## src/rtl/seg7_enc.sv

```systemverilog
// Seven-segment pair decoder: samples two active-low digit patterns, debounces them and
// emits a registered digit pair over a valid/ready handshake. Optional macro: SEG7_ENC_ERRCNT_EN.
module seg7_enc #(
  parameter int unsigned STABLE_CYCLES = 4
) (
  input  logic       CLK,
  input  logic       RST,
  input  logic [6:0] nSEGUP,
  input  logic [6:0] nSEGLOW,
  output logic [2:0] doutup,
  output logic [3:0] doutlow,
  output logic       dvalid,
  input  logic       dready,
  output logic       err,
`ifdef SEG7_ENC_ERRCNT_EN
  output logic [7:0] errcnt,
`endif
  output logic [1:0] dbg_state
);

  // Handshake: dvalid rises only in HOLD with doutup/doutlow frozen; the pair is consumed at
  // the rising edge where dvalid and dready are both high, and dvalid drops at that edge.

  typedef enum logic [1:0] {
    IDLE   = 2'd0,
    SETTLE = 2'd1,
    HOLD   = 2'd2
  } state_t;

  localparam logic [13:0] BLANK = 14'h3fff;
  localparam logic [7:0]  LIMIT = 8'(STABLE_CYCLES - 2);

  state_t      state_q, state_d;
  logic [13:0] sample_q, sample_d;
  logic [13:0] ref_q, ref_d;
  logic [13:0] last_q, last_d;
  logic [7:0]  cnt_q, cnt_d;
  logic [2:0]  up_q, up_d;
  logic [3:0]  low_q, low_d;
  logic        dvalid_q, dvalid_d;
  logic        err_q, err_d;
  logic [4:0]  up_dec, low_dec;
  logic        legal;
  logic        stable;

  // Returns {legal, digit}.
  function automatic logic [4:0] dec(input logic [6:0] p);
    case (p)
      7'b1000000: dec = {1'b1, 4'd0};
      7'b1111001: dec = {1'b1, 4'd1};
      7'b0100100: dec = {1'b1, 4'd2};
      7'b0110000: dec = {1'b1, 4'd3};
      7'b0011001: dec = {1'b1, 4'd4};
      7'b0010010: dec = {1'b1, 4'd5};
      7'b0000010: dec = {1'b1, 4'd6};
      7'b1011000: dec = {1'b1, 4'd7};
      7'b0000000: dec = {1'b1, 4'd8};
      7'b0010000: dec = {1'b1, 4'd9};
      default:    dec = {1'b0, 4'd0};
    endcase
  endfunction

  always_comb begin
    sample_d = {nSEGUP, nSEGLOW};
    state_d  = state_q;
    ref_d    = ref_q;
    last_d   = last_q;
    cnt_d    = cnt_q;
    up_d     = up_q;
    low_d    = low_q;
    dvalid_d = dvalid_q;
    err_d    = 1'b0;
    up_dec   = dec(sample_q[13:7]);
    low_dec  = dec(sample_q[6:0]);
    legal    = up_dec[4] && low_dec[4] && (up_dec[3:0] <= 4'd5);
    stable   = (sample_q == ref_q);

    case (state_q)
      IDLE: begin
        if (sample_q != last_q) begin
          state_d = SETTLE;
          ref_d   = sample_q;
          cnt_d   = 8'd0;
        end
      end
      SETTLE: begin
        if (!stable) begin
          ref_d = sample_q;
          cnt_d = 8'd0;
        end else if (cnt_q >= LIMIT) begin
          // ref_q was first seen one edge before the counter started, so this edge is the
          // STABLE_CYCLES-th consecutive identical sample.
          if (sample_q == last_q) begin
            state_d = IDLE;
          end else if (legal) begin
            up_d     = up_dec[2:0];
            low_d    = low_dec[3:0];
            dvalid_d = 1'b1;
            last_d   = sample_q;
            state_d  = HOLD;
          end else begin
            err_d   = 1'b1;
            last_d  = sample_q;
            state_d = IDLE;
          end
        end else if (cnt_q != 8'hff) begin
          cnt_d = cnt_q + 8'd1;
        end
      end
      HOLD: begin
        if (dready) begin
          dvalid_d = 1'b0;
          state_d  = IDLE;
        end
      end
      default: state_d = IDLE;
    endcase
  end

  always_ff @(posedge CLK) begin
    if (RST) begin
      state_q  <= IDLE;
      sample_q <= BLANK;
      ref_q    <= BLANK;
      last_q   <= BLANK;
      cnt_q    <= 8'd0;
      up_q     <= 3'd0;
      low_q    <= 4'd0;
      dvalid_q <= 1'b0;
      err_q    <= 1'b0;
    end else begin
      state_q  <= state_d;
      sample_q <= sample_d;
      ref_q    <= ref_d;
      last_q   <= last_d;
      cnt_q    <= cnt_d;
      up_q     <= up_d;
      low_q    <= low_d;
      dvalid_q <= dvalid_d;
      err_q    <= err_d;
    end
  end

`ifdef SEG7_ENC_ERRCNT_EN
  logic [7:0] errcnt_q, errcnt_d;

  always_comb begin
    errcnt_d = errcnt_q;
    if (err_d && (errcnt_q != 8'hff)) errcnt_d = errcnt_q + 8'd1;
  end

  always_ff @(posedge CLK) begin
    if (RST) errcnt_q <= 8'd0;
    else     errcnt_q <= errcnt_d;
  end

  assign errcnt = errcnt_q;
`endif

  assign doutup    = up_q;
  assign doutlow   = low_q;
  assign dvalid    = dvalid_q;
  assign err       = err_q;
  assign dbg_state = state_q;

endmodule
```

## config.mk

```make
export PLATFORM = sky130hd
export DESIGN_NAME = seg7_enc
export DESIGN_NICKNAME = d
export VERILOG_FILES = /design/src/rtl/seg7_enc.sv
export SDC_FILE = /design/constraint.sdc
export NUM_CORES = 1
export LEC_CHECK = 0
export BUFFER_PORTS_ARGS = -buffer_cell sky130_fd_sc_hd__buf_2
export CAP_MARGIN = 20
export CELL_PAD_IN_SITES_DETAIL_PLACEMENT = 0
export CELL_PAD_IN_SITES_GLOBAL_PLACEMENT = 1
export CORE_ASPECT_RATIO = 1.75
export CORE_MARGIN = 3
export CORE_UTILIZATION = 45
export DETAILED_ROUTE_END_ITERATION = 10
export GPL_ROUTABILITY_DRIVEN = 0
export PLACE_DENSITY_LB_ADDON = 0.2
export SKIP_LAST_GASP = 1
export SLEW_MARGIN = 10
export SYNTH_ARGS = -nofsm -noshare
export SYNTH_HDL_FRONTEND = slang
export SYNTH_SLANG_ARGS = --single-unit
```

## constraint.sdc

```tcl
create_clock -name CLK -period 2.2 [get_ports CLK]
set_input_delay 0.66 -clock CLK [delete_from_list [all_inputs] [get_ports CLK]]
set_output_delay 0.66 -clock CLK [all_outputs]
set_load 0.01 [all_outputs]
```

# Word-level counts from Yosys, hierarchy flattened
# Index checks and enable logic that the tools add are counted.
word_totals:
  in_bits: 17
  word_cells: 87
  reg_bits: 61
op_classes:
  mux: 24
  bitwise: 4
  add_sub_neg: 1
  eq_ne: 33
  order_cmp: 2
  n_reduce_logical: 14
ops:
  columns: ["operator", "n"]
  rows:
  - ["5-bit case mux with 10 select lines", 2]
  - ["7-bit by 5-bit == test with 1-bit output, second input constant", 6]
  - ["7-bit == test, second input constant", 6]
  - ["8-bit two-way mux", 4]
  - ["14-bit == test", 2]
  - ["7-bit by 6-bit == test with 1-bit output, second input constant", 4]
  - ["14-bit two-way mux", 2]
  - ["14-bit case mux with 2 select lines", 1]
  - ["8-bit case mux with 2 select lines", 1]
  - ["7-bit by 2-bit == test with 1-bit output, second input constant", 2]
  - ["7-bit zero test", 2]
  - ["14-bit != test", 1]
  - ["2-bit != test, second input constant", 7]
  - ["2-bit two-way mux", 6]
  - ["4-bit AND reduction", 3]
  - ["8-bit by 1-bit adder with 8-bit output, second input constant", 1]
  - ["8-bit by 2-bit greater-or-equal comparator with 1-bit output, second input constant", 1]
  - ["8-bit != test, second input constant", 1]
  - ["1-bit two-way mux", 6]
  - ["3-bit != test, second input constant", 2]
  - ["2-bit case mux with 3 select lines", 1]
  - ["6-bit AND reduction", 1]
  - ["5-bit AND reduction", 1]
  - ["5-bit OR reduction", 1]
  - ["9 further kinds", 14]

# Longest topological paths before layout
depth:
  ltp_word: 9
  ltp_mapped: 9
  ltp_nobuf: 8

# Least setup slack after synthesis
# Ideal clock, no wire load.
synth_path:
  path_type: "flip-flop to flip-flop"
  from: "register sample_q[4]"
  to: "register low_q[2], in the netlist doutlow[2]"
  slack_ps: 250
  setup_time_ps: 121
  stages_incl_launch_ff: 9
  synth_period_minus_slack_ps: 1950
  path_buffers: 2
  arrival_ps: 1829
  path_cell_list: "dfxtp_1 > buf_6 > xor2_1 > nor4_1 > nand4_1 > and3_1 > buf_2 > nand2_4 > mux2_4"
synth_via:
  elab_chain_cells: 5
  word_cells_on_any_way: 17
synth_rtl:
  columns: ["element", "line_no", "rtl"]
  rows:
  - ["start: declaration", "34", "logic [13:0] sample_q, sample_d;"]
  - ["start signal: assignment", "133", "sample_q <= sample_d;"]
  - ["7-bit by 5-bit == test with 1-bit output (tied with other cells)", "48", "case (p)"]
  - ["5-bit case mux with 10 select lines", "48", null]
  - ["1-bit logical AND (2 in a row)", "75", "legal = up_dec[4] && low_dec[4] && (up_dec[3:0] <= 4'd5);"]
  - ["5-bit AND reduction (no line)", null, null]
  - ["end signal: assignment", "138", "low_q <= low_d;"]
  - ["end: declaration", "39", "logic [3:0] low_q, low_d;"]
# Parallel ways exist; a longest one is shown, timed or not.
# A chain may end at the register's enable or synchronous reset.

# Worst setup path after layout
layout_path:
  from: "register sample_q[11]"
  to: "register low_q[2], in the netlist doutlow[2]"
layout_via:
  elab_chain_cells: 5
  word_cells_on_any_way: 18
layout_rtl:
  columns: ["element", "line_no"]
  rows:
  - ["7-bit by 5-bit == test with 1-bit output (tied with other cells)", "48"]
  - ["5-bit case mux with 10 select lines", "48"]
  - ["4-bit by 3-bit less-or-equal comparator with 1-bit output / 1-bit logical AND (equally long branches)", "75"]
  - ["1-bit logical AND", "75"]
  - ["5-bit AND reduction (no line) (*)", null]
# Mark *: on every way between the ends. The rest lies on a longest branch, timed or not.

==> results.md <==
* Diode count at 0
* Top Usage Layer GRT: met2
* Met1 global-route usage at 20.9%
* Register bit total from synthesis at roughly 60
* Hold EP: cnt_q[7]
* Synthesized area at 2910 sq um
* Share of the synthesized area in the top cell type at 41.9%
* CP required at ~2.4 ns
* Outcome: completed
* DRT antenna net count at 0
* P_sw at 567 uW
* Max-Cap Viols at 0
* Top FF cell, synth: dfxtp_1
* Iteration-0 DRC Markers at 130
* Sequential area share after synthesis at roughly two fifths
* Period Utilization, post-route at a little over nine tenths
* H-tree Lvls at 3
* EDFF count, synth at 0
* CTS Buf Count at 9
* Reg2reg end: doutlow[2]
* Cell count of the worst hold path at 1
* Layout cells sized above 1 at 30.5%
* Vias at between 2000 and 2500
* Clock power frac at between 40% and 50%
* Final count of hold timing violations at 0
* Die Ht at 112 microns
* Mux cell area share after synthesis at approximately 12%
* WL final at around 6400 microns
* Dpl cells at 410
* I/O Buffers at 27
* CP Capture Type: register
* Largest family of logic cells by synthesized area: simple AND/OR/NAND/NOR gates
* Drt drc at 0
* Cell taking the most area after synthesis: dfxtp_1
* First-pass GRT wire length at around 11000 microns
* Vias in the first global route at 2194
* Synth Area in Simple Gates at a little over a fifth
* Sequential share of power at between 50 and 60%
* Peak VDD IR at between 0.0004 and 0.0005 V
* Startpoint Class: register
* TritonCTS clock tree: built
* Sw frac at between 20% and 30%
* Clock sinks at slightly above 60
* Clock Tree Root: clkbuf_8
* Clock Path Buffers at 2
* Total Neg Setup Slack at 0 ns
* Pwr Density at about 680 nW/um^2
* Area delta synth->final at 18.6%
* Compound-Gate Fraction of Synth Area at between 8 and 9%
* Met3 Use GR at under 10%
* Xor and xnor area share after synthesis at ~9.6%
* Crit Path Category: reg -> reg
* Final setup skew at roughly 0.0082 ns
* Min-delay worst type: reg -> reg
* Worst-margin pin slew at 0.445 ns
* Max transition margin at 70.0%
* Largest net degree at the start of global routing at 18
* Flop2flop setup slack at around 0.1 ns
* Design Power at about 2300 uW
* Die footprint at between 7000 and 8000 sq um
* Largest fanout on the critical path at 5
* Initial antenna violation count at 0
* Distinct cells, synth at 52
* Total core area at 6230 sq um
* Syn Inst Count at 300
* Fin util at ~55%
* Minimum clock period at approximately 2.1 ns
* Worst skew pair latency at roughly 0.35 ns
* Final global-route overflow total at 0
* Worst R2R Start: sample_q[11]
* Final setup fails at 0
* IO Pins at 28
* Synth cell count leaders: 61 x dfxtp_1, 33 x nand2_1, 32 x mux2i_1
* Final max-slew violation count at 0
* Grt met2 use at about a third
* Post-synthesis net count at about 320
* Post-Synth Adder-Cell Area at less than 1%
* Part of the power in combinational logic at under 10%
* Fin nets at ~360
* Initial Utilization at a little under half
* Gr usage total at around 19%
* Non-Filler Instances at 427
* Via/cell ratio at 5.08
* Dpl hpwl at roughly 4700 microns
* RSZ-0062 raised after global routing: false
* Crit path DAT at approximately 2.3 ns
* R2r worst-path depth at 6
* Fmax at between 400 and 500 MHz
* Wire per inst at about 15 microns
* Std cell rows at 38
* Top cells by area, synth: dfxtp_1 42%, mux2i_1 11%, xnor2_1 4.8%, xor2_1 4.8%, nand2_1 4.3%
* 1st-pass router iterations at 4
* Count leader, synth: dfxtp_1
* Leak at ~0.0015 uW
* Ys async rst share at 0%
* Worst hold start: cnt_q[7]
* Syn Area/Cell at 9.71 sq um
* YS warnings at 0
* Clock-pin slew on the worst setup and hold paths at around 0.07 ns
* Die W at between 60 and 70 microns
* Cell Int Power at 1770 uW
-- registers in the layout (all words and copies together) (netlist names), 2 cells and up --
| register | flops |
|---|---|
| last_q | 14 |
| ref_q | 14 |
| cnt_q | 8 |
| sample_q | 14 |
| dbg_state | 2 |
| doutlow | 4 |
| doutup | 3 |
-- kinds of logic (layout without fill, tap and decap cells) --
group           after synthesis  in the layout
flops                        61             61
mux                          33             33
compound gates               30             30
buf+inv                      30             77
xor+xnor                     32             32
simple gates                112            112
fa+ha+maj                     2              2
-- cells in the final DEF, fill, tap and decap left out, types with 6 or more instances in the layout --
master,Yosys,final
a21oi_1,8,8
nor4_1,6,6
buf_2,9,27
nand2_1,33,33
or2_2,15,15
mux2i_1,32,32
clkbuf_8,0,10
nor2_1,9,9
dfxtp_1,61,52
xnor2_1,16,16
and2_1,6,6
buf_4,3,26
xor2_1,16,16
dfxtp_2,0,9
-- area by class of cell --
class                      instances  area (sq um)
inverter                           6          22.5
fill                             586          2780
tap                               80           100
sequential                        61          1230
clock inverter                     5          50.0
multi-input combinational        209          1540
timing repair buffer              55           370
clock buffer                      11           141
-- worst max path at each step --
stage          cells after the start          to          from
5_1_grt                            6  doutlow[2]   sample_q[0]
3_3_place_gp                       6  doutlow[2]   sample_q[0]
6_report                           6  doutlow[2]  sample_q[11]
3_5_place_dp                       6  doutlow[2]   sample_q[6]
4_1_cts                            6  doutlow[2]   sample_q[5]
2_1_floorplan                      8  doutlow[2]   sample_q[4]
-- worst max-delay path, stage by stage, from the launching register on --
cell	delay, ns
dfxtp_1	0.37
xor2_1	0.20
nor4_1	0.43
nand4_1	0.25
and3_1	0.31
nand2_4	0.13
mux2_4	0.30
-- metal layers --
layer  wire (microns)  up-vias
li1                 -     1112
met1             2660     1018
met2             3380       30
met3              182        9
met4              189        0
met5                0        -
-- power by group through the flow --
stage / Combinational [uW] / Sequential (uW) / Clock, uW
floorplan: 148 / 1170 / 0
global placement: 184 / 1200 / 0
detailed placement: 185 / 1200 / 0
CTS: 186 / 1170 / 1000
global route: 208 / 1180 / 1050
finish: 190 / 1170 / 977
-- stage by stage --
stage | area (sq um) | worst slack, ns | hold slack (ns)
after floorplan | 2910 | 0.250 | 0.430
after global placement | 3220 | -0.0310 | 0.442
after detailed placement | 3220 | -0.0473 | 0.450
after CTS | 3420 | 0.000637 | 0.463
after global routing | 3450 | 0.000179 | 0.474
final | 3450 | 0.0988 | 0.460
-- timing repair --
item,in CTS,in global routing
hold buffers,0,0
endpoints found under the hold margin,0,0
resized for setup,3,10
buffers inserted,0,1
setup endpoints to repair,7,27
pin swaps,0,2
Note: power is estimated with default switching activity, not from simulation.
